File: config.mk
export PLATFORM = sky130hd
export DESIGN_NAME = ctr_step_monitor
export DESIGN_NICKNAME = d
export VERILOG_FILES = /design/src/rtl/ctr_pkg.sv /design/src/rtl/evt_fifo.sv /design/src/rtl/ctr_step_monitor.sv
export SDC_FILE = /design/constraint.sdc
export NUM_CORES = 1
export LEC_CHECK = 0
export ABC_AREA = 1
export CAP_MARGIN = 20
export CORE_MARGIN = 2
export CORE_UTILIZATION = 40
export CTS_CLUSTER_SIZE = 40
export DETAILED_ROUTE_END_ITERATION = 7
export GPL_ROUTABILITY_DRIVEN = 0
export HOLD_SLACK_MARGIN = 0.12
export PLACE_DENSITY_LB_ADDON = 0.08
export SLEW_MARGIN = 20
export SYNTH_ARGS = -nofsm -noshare
export SYNTH_HDL_FRONTEND = slang
export SYNTH_HIERARCHICAL = 1
export SYNTH_SLANG_ARGS = --single-unit
export TNS_END_PERCENT = 50
File: constraint.sdc
create_clock -name clk -period 5 [get_ports clk]
set_input_delay 1 -clock clk [delete_from_list [all_inputs] [get_ports clk]]
set_output_delay 1 -clock clk [all_outputs]
set_load 0.05 [all_outputs]
File: src/rtl/ctr_pkg.sv
// Shared definitions for the counter step monitor: event codes, FSM states, event width.
// Latency: n/a (types and constant functions only).
// Backpressure: n/a.
package ctr_pkg;

  // Event type carried in the top two bits of every queued event
  typedef enum logic [1:0] {
    EVT_NONE     = 2'b00,
    EVT_WRAP     = 2'b01,
    EVT_STEP_ERR = 2'b10,
    EVT_HOLD     = 2'b11
  } evt_type_e;

  // Monitor arming state; UNARMED has no valid previous sample to compare against
  typedef enum logic {
    ST_UNARMED  = 1'b0,
    ST_TRACKING = 1'b1
  } state_e;

  // Width of an event word: {type[1:0], count value}
  function automatic int evt_w(input int cnt_w);
    return cnt_w + 2;
  endfunction

endpackage

File: src/rtl/evt_fifo.sv
// First-word-fall-through event queue with occupancy counter.
// Latency: a push is visible at head one cycle later; pop takes effect at the clock edge.
// Backpressure: push is refused when full unless a pop happens in the same cycle.
module evt_fifo #(
  parameter int DW    = 6,
  parameter int DEPTH = 4
) (
  input  logic          clk,
  input  logic          rst,
  input  logic          push,
  input  logic [DW-1:0] push_data,
  input  logic          pop,
  output logic [DW-1:0] head,
  output logic          empty,
  output logic          full
);

  localparam int AW = (DEPTH > 1) ? $clog2(DEPTH) : 1;

  logic [DW-1:0] mem_q [DEPTH];
  logic [DW-1:0] mem_d [DEPTH];
  logic [AW-1:0] wr_ptr_q, wr_ptr_d;
  logic [AW-1:0] rd_ptr_q, rd_ptr_d;
  logic [AW:0]   count_q, count_d;
  logic          do_push;
  logic          do_pop;

  // Pointer/occupancy update; a full queue still accepts a push when it also pops
  always_comb begin
    empty    = (count_q == '0);
    full     = (count_q == (AW+1)'(DEPTH));
    head     = empty ? '0 : mem_q[rd_ptr_q];
    do_pop   = pop && !empty;
    do_push  = push && (!full || do_pop);
    mem_d    = mem_q;
    wr_ptr_d = wr_ptr_q;
    rd_ptr_d = rd_ptr_q;
    count_d  = count_q;
    if (do_push) begin
      mem_d[wr_ptr_q] = push_data;
      wr_ptr_d        = wr_ptr_q + 1'b1;
    end
    if (do_pop) begin
      rd_ptr_d = rd_ptr_q + 1'b1;
    end
    case ({do_push, do_pop})
      2'b10:   count_d = count_q + 1'b1;
      2'b01:   count_d = count_q - 1'b1;
      default: count_d = count_q;
    endcase
  end

  // Control registers; reset empties the queue
  always_ff @(posedge clk) begin
    if (rst) begin
      wr_ptr_q <= '0;
      rd_ptr_q <= '0;
      count_q  <= '0;
    end else begin
      wr_ptr_q <= wr_ptr_d;
      rd_ptr_q <= rd_ptr_d;
      count_q  <= count_d;
    end
  end

  // Storage; contents are don't-care while empty because head is gated to zero
  always_ff @(posedge clk) begin
    mem_q <= mem_d;
  end

endmodule

File: src/rtl/ctr_step_monitor.sv
// Watches an upstream counter and queues WRAP / STEP_ERR (and HOLD with CTR_HOLD_ERR_EN) events.
// Latency: an event appears on evt_valid/evt_data the cycle after the offending sample.
// Backpressure: evt_ready stalls the queue; events arriving while full are dropped and flagged.
module ctr_step_monitor
  import ctr_pkg::*;
#(
  parameter int CNT_W      = 4,
  parameter int FIFO_DEPTH = 4
) (
  input  logic                      clk,
  input  logic                      rst,
  input  logic [CNT_W-1:0]          cnt_in,
  input  logic                      cnt_vld,
  output logic [evt_w(CNT_W)-1:0]   evt_data,
  output logic                      evt_valid,
  input  logic                      evt_ready,
  output logic [7:0]                wrap_cnt,
  output logic                      err_sticky,
  output logic                      ovf_sticky
);

  localparam int EW = evt_w(CNT_W);

  state_e           state_q, state_d;
  logic [CNT_W-1:0] prev_q, prev_d;
  logic [7:0]       wrap_cnt_q, wrap_cnt_d;
  logic             err_q, err_d;
  logic             ovf_q, ovf_d;
  logic [CNT_W-1:0] cnt_inc;
  evt_type_e        evt_type;
  logic             fifo_push;
  logic             fifo_pop;
  logic [EW-1:0]    fifo_head;
  logic             fifo_empty;
  logic             fifo_full;

  // Classify each sample against the previous one and derive next state and flags
  always_comb begin
    state_d    = state_q;
    prev_d     = prev_q;
    wrap_cnt_d = wrap_cnt_q;
    err_d      = err_q;
    ovf_d      = ovf_q;
    evt_type   = EVT_NONE;
    cnt_inc    = prev_q + 1'b1;
    if (cnt_vld) begin
      prev_d  = cnt_in;
      state_d = ST_TRACKING;
      if (state_q == ST_TRACKING) begin
        if (cnt_in == cnt_inc) begin
          // A normal +1 step only becomes an event when it is the roll-over to zero
          if (prev_q == '1) begin
            evt_type = EVT_WRAP;
          end
        end else if (cnt_in == prev_q) begin
`ifdef CTR_HOLD_ERR_EN
          evt_type = EVT_HOLD;
`else
          evt_type = EVT_NONE;
`endif
        end else begin
          evt_type = EVT_STEP_ERR;
        end
      end
    end

    if ((evt_type == EVT_WRAP) && (wrap_cnt_q != 8'hFF)) begin
      wrap_cnt_d = wrap_cnt_q + 8'd1;
    end
    // Error flag is raised even if the event itself is later dropped
    if ((evt_type == EVT_STEP_ERR) || (evt_type == EVT_HOLD)) begin
      err_d = 1'b1;
    end

    fifo_pop  = !fifo_empty && evt_ready;
    fifo_push = (evt_type != EVT_NONE);
    if (fifo_push && fifo_full && !fifo_pop) begin
      ovf_d = 1'b1;
    end
  end

  // State, previous sample and status registers
  always_ff @(posedge clk) begin
    if (rst) begin
      state_q    <= ST_UNARMED;
      prev_q     <= '0;
      wrap_cnt_q <= '0;
      err_q      <= 1'b0;
      ovf_q      <= 1'b0;
    end else begin
      state_q    <= state_d;
      prev_q     <= prev_d;
      wrap_cnt_q <= wrap_cnt_d;
      err_q      <= err_d;
      ovf_q      <= ovf_d;
    end
  end

  evt_fifo #(
    .DW    (EW),
    .DEPTH (FIFO_DEPTH)
  ) u_evt_fifo (
    .clk       (clk),
    .rst       (rst),
    .push      (fifo_push),
    .push_data ({evt_type, cnt_in}),
    .pop       (fifo_pop),
    .head      (fifo_head),
    .empty     (fifo_empty),
    .full      (fifo_full)
  );

  assign evt_data   = fifo_head;
  assign evt_valid  = !fifo_empty;
  assign wrap_cnt   = wrap_cnt_q;
  assign err_sticky = err_q;
  assign ovf_sticky = ovf_q;

endmodule

Word level (Yosys, flattened, before mapping)
Index checks and enable logic that the tools add are counted.
{ "word_totals": {"latchBits": 0, "romBits": 0, "input_bits": 8, "memories": 0, "wordCells": 61, "reg_bits": 46, "mem_bits_rw": 0, "out_inout_bits": 17} }
{ "classes": {"muxes": 13, "eq_ne": 10, "shift": 0, "n_addsub": 6, "div_mod_pow": 0, "magnitude_cmp": 3, "n_reduce_logical": 15, "mul": 0, "bitwise_logic": 2} }
{ "ops": {"columns": ["cell", "n"], "rows": [
  ["bitwise mux 24 bit", 1],
  ["two-way mux 6 bit", 4],
  ["binary-select mux 6 bit (select 2 bit)", 1],
  ["demux 6 bit (select 2 bit)", 1],
  ["adder 8 x 1 -> 8 bit, second input constant", 1],
  ["equality test 4 bit", 2],
  ["two-way mux 2 bit", 4],
  ["!= test 8 bit, second input constant", 1],
  ["logical AND 1 bit", 7],
  ["equality test 2 bit, second input constant", 3],
  [">= comparator 3 bit, second input constant", 2],
  ["NOT 2 -> 3 bit", 2],
  ["one-hot mux 3 bit (2 select lines)", 1],
  ["adder 2 x 1 -> 2 bit, second input constant", 2],
  ["adder 4 x 1 -> 4 bit, second input constant", 1],
  ["equality test 2 x 1 -> 1 bit, second input constant", 2],
  ["equality test 4 bit, second input constant", 1],
  ["nonzero test 2 bit", 2],
  ["adder 3 x 1 -> 3 bit, second input constant", 1],
  ["equality test 3 bit, second input constant", 1],
  ["zero test 1 bit", 3],
  ["zero test 3 bit", 1],
  ["< comparator 3 x 1 -> 1 bit, second input constant", 1],
  ["subtractor 3 x 1 -> 3 bit, second input constant", 1],
  ["2 further kinds", 3]
]} }

Logic depth before layout (Yosys ltp)
{ "depth": {"ltp_word": 9, "mapped_depth": 19, "ltp_nobuf": 19} }

Hierarchy
Netlist, hierarchy kept.
{ "modules_own_cells": {"columns": ["mod", "instances", "cells_per_inst", "seq_area_each_um2", "area_each_um2"], "rows": [
  ["evt_fifo", 1, 141, 860.8, 1418.9],
  ["ctr_step_monitor", 1, 149, 300.3, 1021.0]
]} }

Worst setup path before layout
No wires, ideal clock.
{ "synth_path": {"path_kind": "input to register", "from": "in cnt_in[2]", "to": "reg u_evt_fifo.count_q[2]", "setup_slack_ns": 2.290, "arrival_time_ns": 2.598, "t_required_ns": 4.887, "n_path_buf": 0, "cell_stages": 18, "setup_ns": 0.113, "path_cell_list": "inv_1 -> nand2_1 -> nand3_1 -> nand2_2 -> nand2_4 -> nor2_8 -> nand2_2 -> nand2_2 -> nand2_1 -> ha_1 -> inv_1 -> fa_1 -> inv_1 -> nand2_1 -> nand3_1 -> nand2_1 -> nand2_1 -> nor2_1"} }
{ "synth_via": {"elab_chain_len": 9, "elab_cells_between_ends": 12, "cone_classes": "eq/ne: 4; mux: 5; reduce/logical: 3"} }
{ "synth_rtl": {"columns": ["element", "line_no", "rtl"], "rows": [
  ["start: declaration", "ctr_step_monitor.sv:12", "input logic [CNT_W-1:0] cnt_in,"],
  ["equality test 4 bit", "ctr_step_monitor.sv:55", "end else if (cnt_in == prev_q) begin"],
  ["two-way mux 2 bit", "ctr_step_monitor.sv:55", null],
  ["two-way mux 2 bit *", "ctr_step_monitor.sv:50", "if (cnt_in == cnt_inc) begin"],
  ["two-way mux 2 bit *", "ctr_step_monitor.sv:49", "if (state_q == ST_TRACKING) begin"],
  ["two-way mux 2 bit *", "ctr_step_monitor.sv:46", "if (cnt_vld) begin"],
  ["nonzero test 2 bit *", "ctr_step_monitor.sv:76", "fifo_push = (evt_type != EVT_NONE);"],
  ["via fifo_push", "ctr_step_monitor.sv:31", "logic fifo_push;"],
  ["logical AND 1 bit *", "evt_fifo.sv:34", "do_push = push && (!full || do_pop);"],
  ["equality test 2 x 1 -> 1 bit or equality test 2 bit (tied branches)", "evt_fifo.sv:46", "case ({do_push, do_pop})"],
  ["one-hot mux 3 bit (2 select lines) or nonzero test 2 bit (tied branches)", null, null],
  ["end signal: assignment", "evt_fifo.sv:62", "count_q <= count_d;"],
  ["end: declaration", "evt_fifo.sv:24", "logic [AW:0] count_q, count_d;"]
]} }
Mark *: on every way through the listed nets, which the timed path passes. The rest lies on a longest branch.
A chain may end at the register's enable or synchronous reset.

Worst setup path after layout
{ "layout_path": {"from": "reg u_evt_fifo.rd_ptr_q[0]", "to": "out evt_data[1]"} }
{ "layout_via": {"elab_chain_len": 5} }
{ "layout_rtl": {"columns": ["element", "line_no", "rtl"], "rows": [
  ["start: declaration", "evt_fifo.sv:23", "logic [AW-1:0] rd_ptr_q, rd_ptr_d;"],
  ["start signal: assignment", "evt_fifo.sv:61", "rd_ptr_q <= rd_ptr_d;"],
  ["NOT 2 -> 3 bit (not written as such)", "evt_fifo.sv:32", "head = empty ? '0 : mem_q[rd_ptr_q];"],
  ["binary-select mux 6 bit (select 2 bit)", "evt_fifo.sv:32", null],
  ["two-way mux 6 bit (not written as such) (2 in a row)", "evt_fifo.sv:32", null],
  ["two-way mux 6 bit", "evt_fifo.sv:32", null],
  ["end: declaration", "ctr_step_monitor.sv:14", "output logic [evt_w(CNT_W)-1:0] evt_data,"]
]} }
Every way passes these cells. The select of a mux whose other input is x is not followed.

==> flow_summary.ini <==
[run_status]
status = finished clean

[timing]
worst_pin_slew_ns = 0.678
final-max-slew-violation-count = 0
layout_setup_ws_ns = 1.63
clock.fmax_mhz = 297
maxSlewHeadroom = 0.546
finalCritPeriodShare = 0.674
hold_violations = 0
finalCriticalPeriod_ns = 3.37
setup_viol_count_final = 0
rsz0062_at_grt = false
clock_skew_ns = 0.00962
tns_ns = 0

[final_layout]
final_cell_area_mm2 = 0.00283
final_nets = 332
area_growth_syn_to_layout_pct = 16.1
regArea_mm2 = 0.00116
multiInputGateArea_mm2 = 0.00104
final_cell_mix = nor2_1, nand2_1, inv_1
drive_gt1_frac = 0.120
fillerInstances = 578
final_common_cell = nor2_1
diodes = 0

[pwr]
p_seq_frac = 0.494
switchingPower_w = 0.000244
p_per_area_mw_per_mm2 = 299
p_int_w = 0.000603
power_frac_comb = 0.173
leakage_nw = 1.15
sw_frac_of_total = 0.288
irDropWorstVdd_uv = 129
clkPwrFrac = 0.332

[detailed_routing]
drc = 0
drt_first_pass_iters = 6
vias = 1853
drt-total-wl_mm = 4.84
via_per_inst = 4.73
drt_iter0_markers = 78
wl_per_cell_um = 12.4
ant_nets = 0

[placement]
io_buffers = 24
placed_cell_area_mm2 = 0.00272
place_ws_ns = 1.37
dp_hpwl_mm = 3.45

[min_path]
hp-class = reg -> reg

[cts]
clk_latency_ns = 0.30
clkTransAtPathRegs_ns = 0.09
root_buffer = clkbuf_8
cts_sinks = 46
post_cts_buffers = 0
cts_hold_buf = 0
cts_resized = 0
cts_tree = done
htreeDepth = 2
cts-buffers-inserted = 5
ctsLongestPathBuffers = 2

[synth]
avgSynthCellArea_um2 = 8.41
synth.largest_area_cell = edfxtp_1
synth_area_mm2 = 0.00244
synth_fp_nets = 306
ys_warn_count = 6
ys_ff_latch = 46
synth_cells = 290
synth_top_area_frac = 0.295
ys_seq_area_frac = 0.476
ys_types = 31
synthTopCellsByArea = edfxtp_1, dfxtp_1, nor2_1, nand2_1, inv_1

[setup_path]
crit_path_max_incr_delay_ns = 0.83
slowest_stage = clkdlybuf4s50_1
cp_num_buf_inv = 1
cp.required_ns = 4.00
path_class = reg -> out
r2r_slack_ns = 2.48
end_kind = output port
cp_cell_sequence = nor2_1 > nor2_1 > o21ai_0 > a21oi_1 > clkdlybuf4s50_1
startpoint_type = register
crit_family = buffers and inverters
worst_path_most_repeated_cell = nor2_1
crit_fanout = 16
critical_path_arrival_ns = 2.37

[floorplanning]
coreArea_mm2 = 0.00592
start_util = 0.412
die_w_um = 82.1
die_area_mm2 = 0.00674
row_count = 28
io_pins = 25
die_y_um = 82.1

[flow_run]
maxCapViolCount = 0

[grt]
grt_pass1_vias = 1706
grt_usage = 0.157
grt_pass1_wl_mm = 7.96
grt-ovfl-total = 0
grt_antenna_before_repair = 0
grt_max_degree = 17
==> sequential cells by signal (all words and copies together), names as in the netlist <==
name,count
u_evt_fifo/rd_ptr_q,2
ovf_sticky,1
u_evt_fifo/count_q,3
err_sticky,1
state_q,1
prev_q,4
u_evt_fifo/mem_q,24
wrap_cnt,8
u_evt_fifo/wr_ptr_q,2
==> metal layers <==
layer | share of wire | routed length (um) | vias up | track usage
li1 | - | - | 977 | -
met5 | 0 | 0 | - | 0
met1 | 0.48 | 2320 | 849 | 0.198
met4 | 0.0048 | 23 | 0 | 0.0450
met3 | 0.028 | 135 | 2 | 0.0293
met2 | 0.49 | 2360 | 25 | 0.276
==> metrics by stage <==
stage                     total power, W   util  instances  hold slack, ns
after global placement          0.000575  0.459        384           0.453
after detailed placement        0.000576  0.459        384           0.458
after CTS                       0.000859  0.478        392           0.473
after global routing            0.000890  0.478        392           0.514
final                           0.000847  0.478        392           0.466
after floorplan                 0.000533      -        290           0.454
==> cells in the mapped netlist <==
library cell	instances
nor2_1	52
nand2_1	47
inv_1	43
edfxtp_1	24
dfxtp_1	22
a21oi_1	15
o21ai_0	12
nand3_1	11
nand4_1	8
o21ai_1	8
ha_1	7
nand2_2	7
inv_2	5
nor2_2	4
buf_6	2
clkinv_1	2
nand2_4	2
nand3_2	2
nand3_4	2
nand4_2	2
nor2_8	2
nor3_1	2
a21oi_2	1
buf_12	1
buf_2	1
buf_4	1
fa_1	1
nor2_4	1
nor3_2	1
nor3_4	1
xnor2_1	1
==> final timing paths <==
path,from,to,cells past startpoint
min reg2reg,ovf_sticky$_SDFFE_PP0P_,ovf_sticky$_SDFFE_PP0P_,2
max,u_evt_fifo/rd_ptr_q[0]$_SDFFE_PP0P_,evt_data[1],5
min,ovf_sticky$_SDFFE_PP0P_,ovf_sticky$_SDFFE_PP0P_,2
max reg2reg,prev_q[0]$_SDFFE_PP0P_,u_evt_fifo/count_q[1]$_SDFFE_PP0P_,14
==> worst reg2reg max path, stage by stage, from the launching register on <==
cell,delay (ns)
dfxtp_1,0.36
ha_1,0.32
inv_1,0.04
nand2_1,0.06
nand2_1,0.09
nor2_4,0.12
nand2_4,0.09
nor2_8,0.16
nand2_2,0.06
nand2_2,0.12
nand2_1,0.14
ha_1,0.25
inv_1,0.09
fa_1,0.41
a21oi_1,0.14
==> final cells by class <==
| cell class | count | area share |
|---|---|---|
| clock inverters | 3 | 0.0159 |
| multi-input cells | 189 | 0.366 |
| clock buffers | 5 | 0.0243 |
| repair buffers | 24 | 0.0848 |
| flip-flops and latches | 46 | 0.410 |
| well taps | 75 | 0.0331 |
| inverters | 50 | 0.0663 |
==> logic make-up after synthesis <==
logic type | count (synthesis) | share of synthesized area
DFF | 46 | 0.476
adders and majority gates | 8 | 0.0441
xor gates and xnor gates | 1 | 0.00359
AOI/OAI and AO/OA | 36 | 0.0754
and+or+nand+nor | 144 | 0.302
buffers and inverters | 55 | 0.0995
==> power by group through the flow <==
| stage | sequential, W | clock [W] | combinational, W |
|---|---|---|---|
| after floorplan | 0.000425 | 0 | 0.000108 |
| after global placement | 0.000428 | 0 | 0.000147 |
| after detailed placement | 0.000428 | 0 | 0.000148 |
| after CTS | 0.000419 | 0.000291 | 0.000149 |
| after global routing | 0.000421 | 0.000306 | 0.000163 |
| final | 0.000419 | 0.000282 | 0.000147 |
Power figures use the tool's default switching activity.
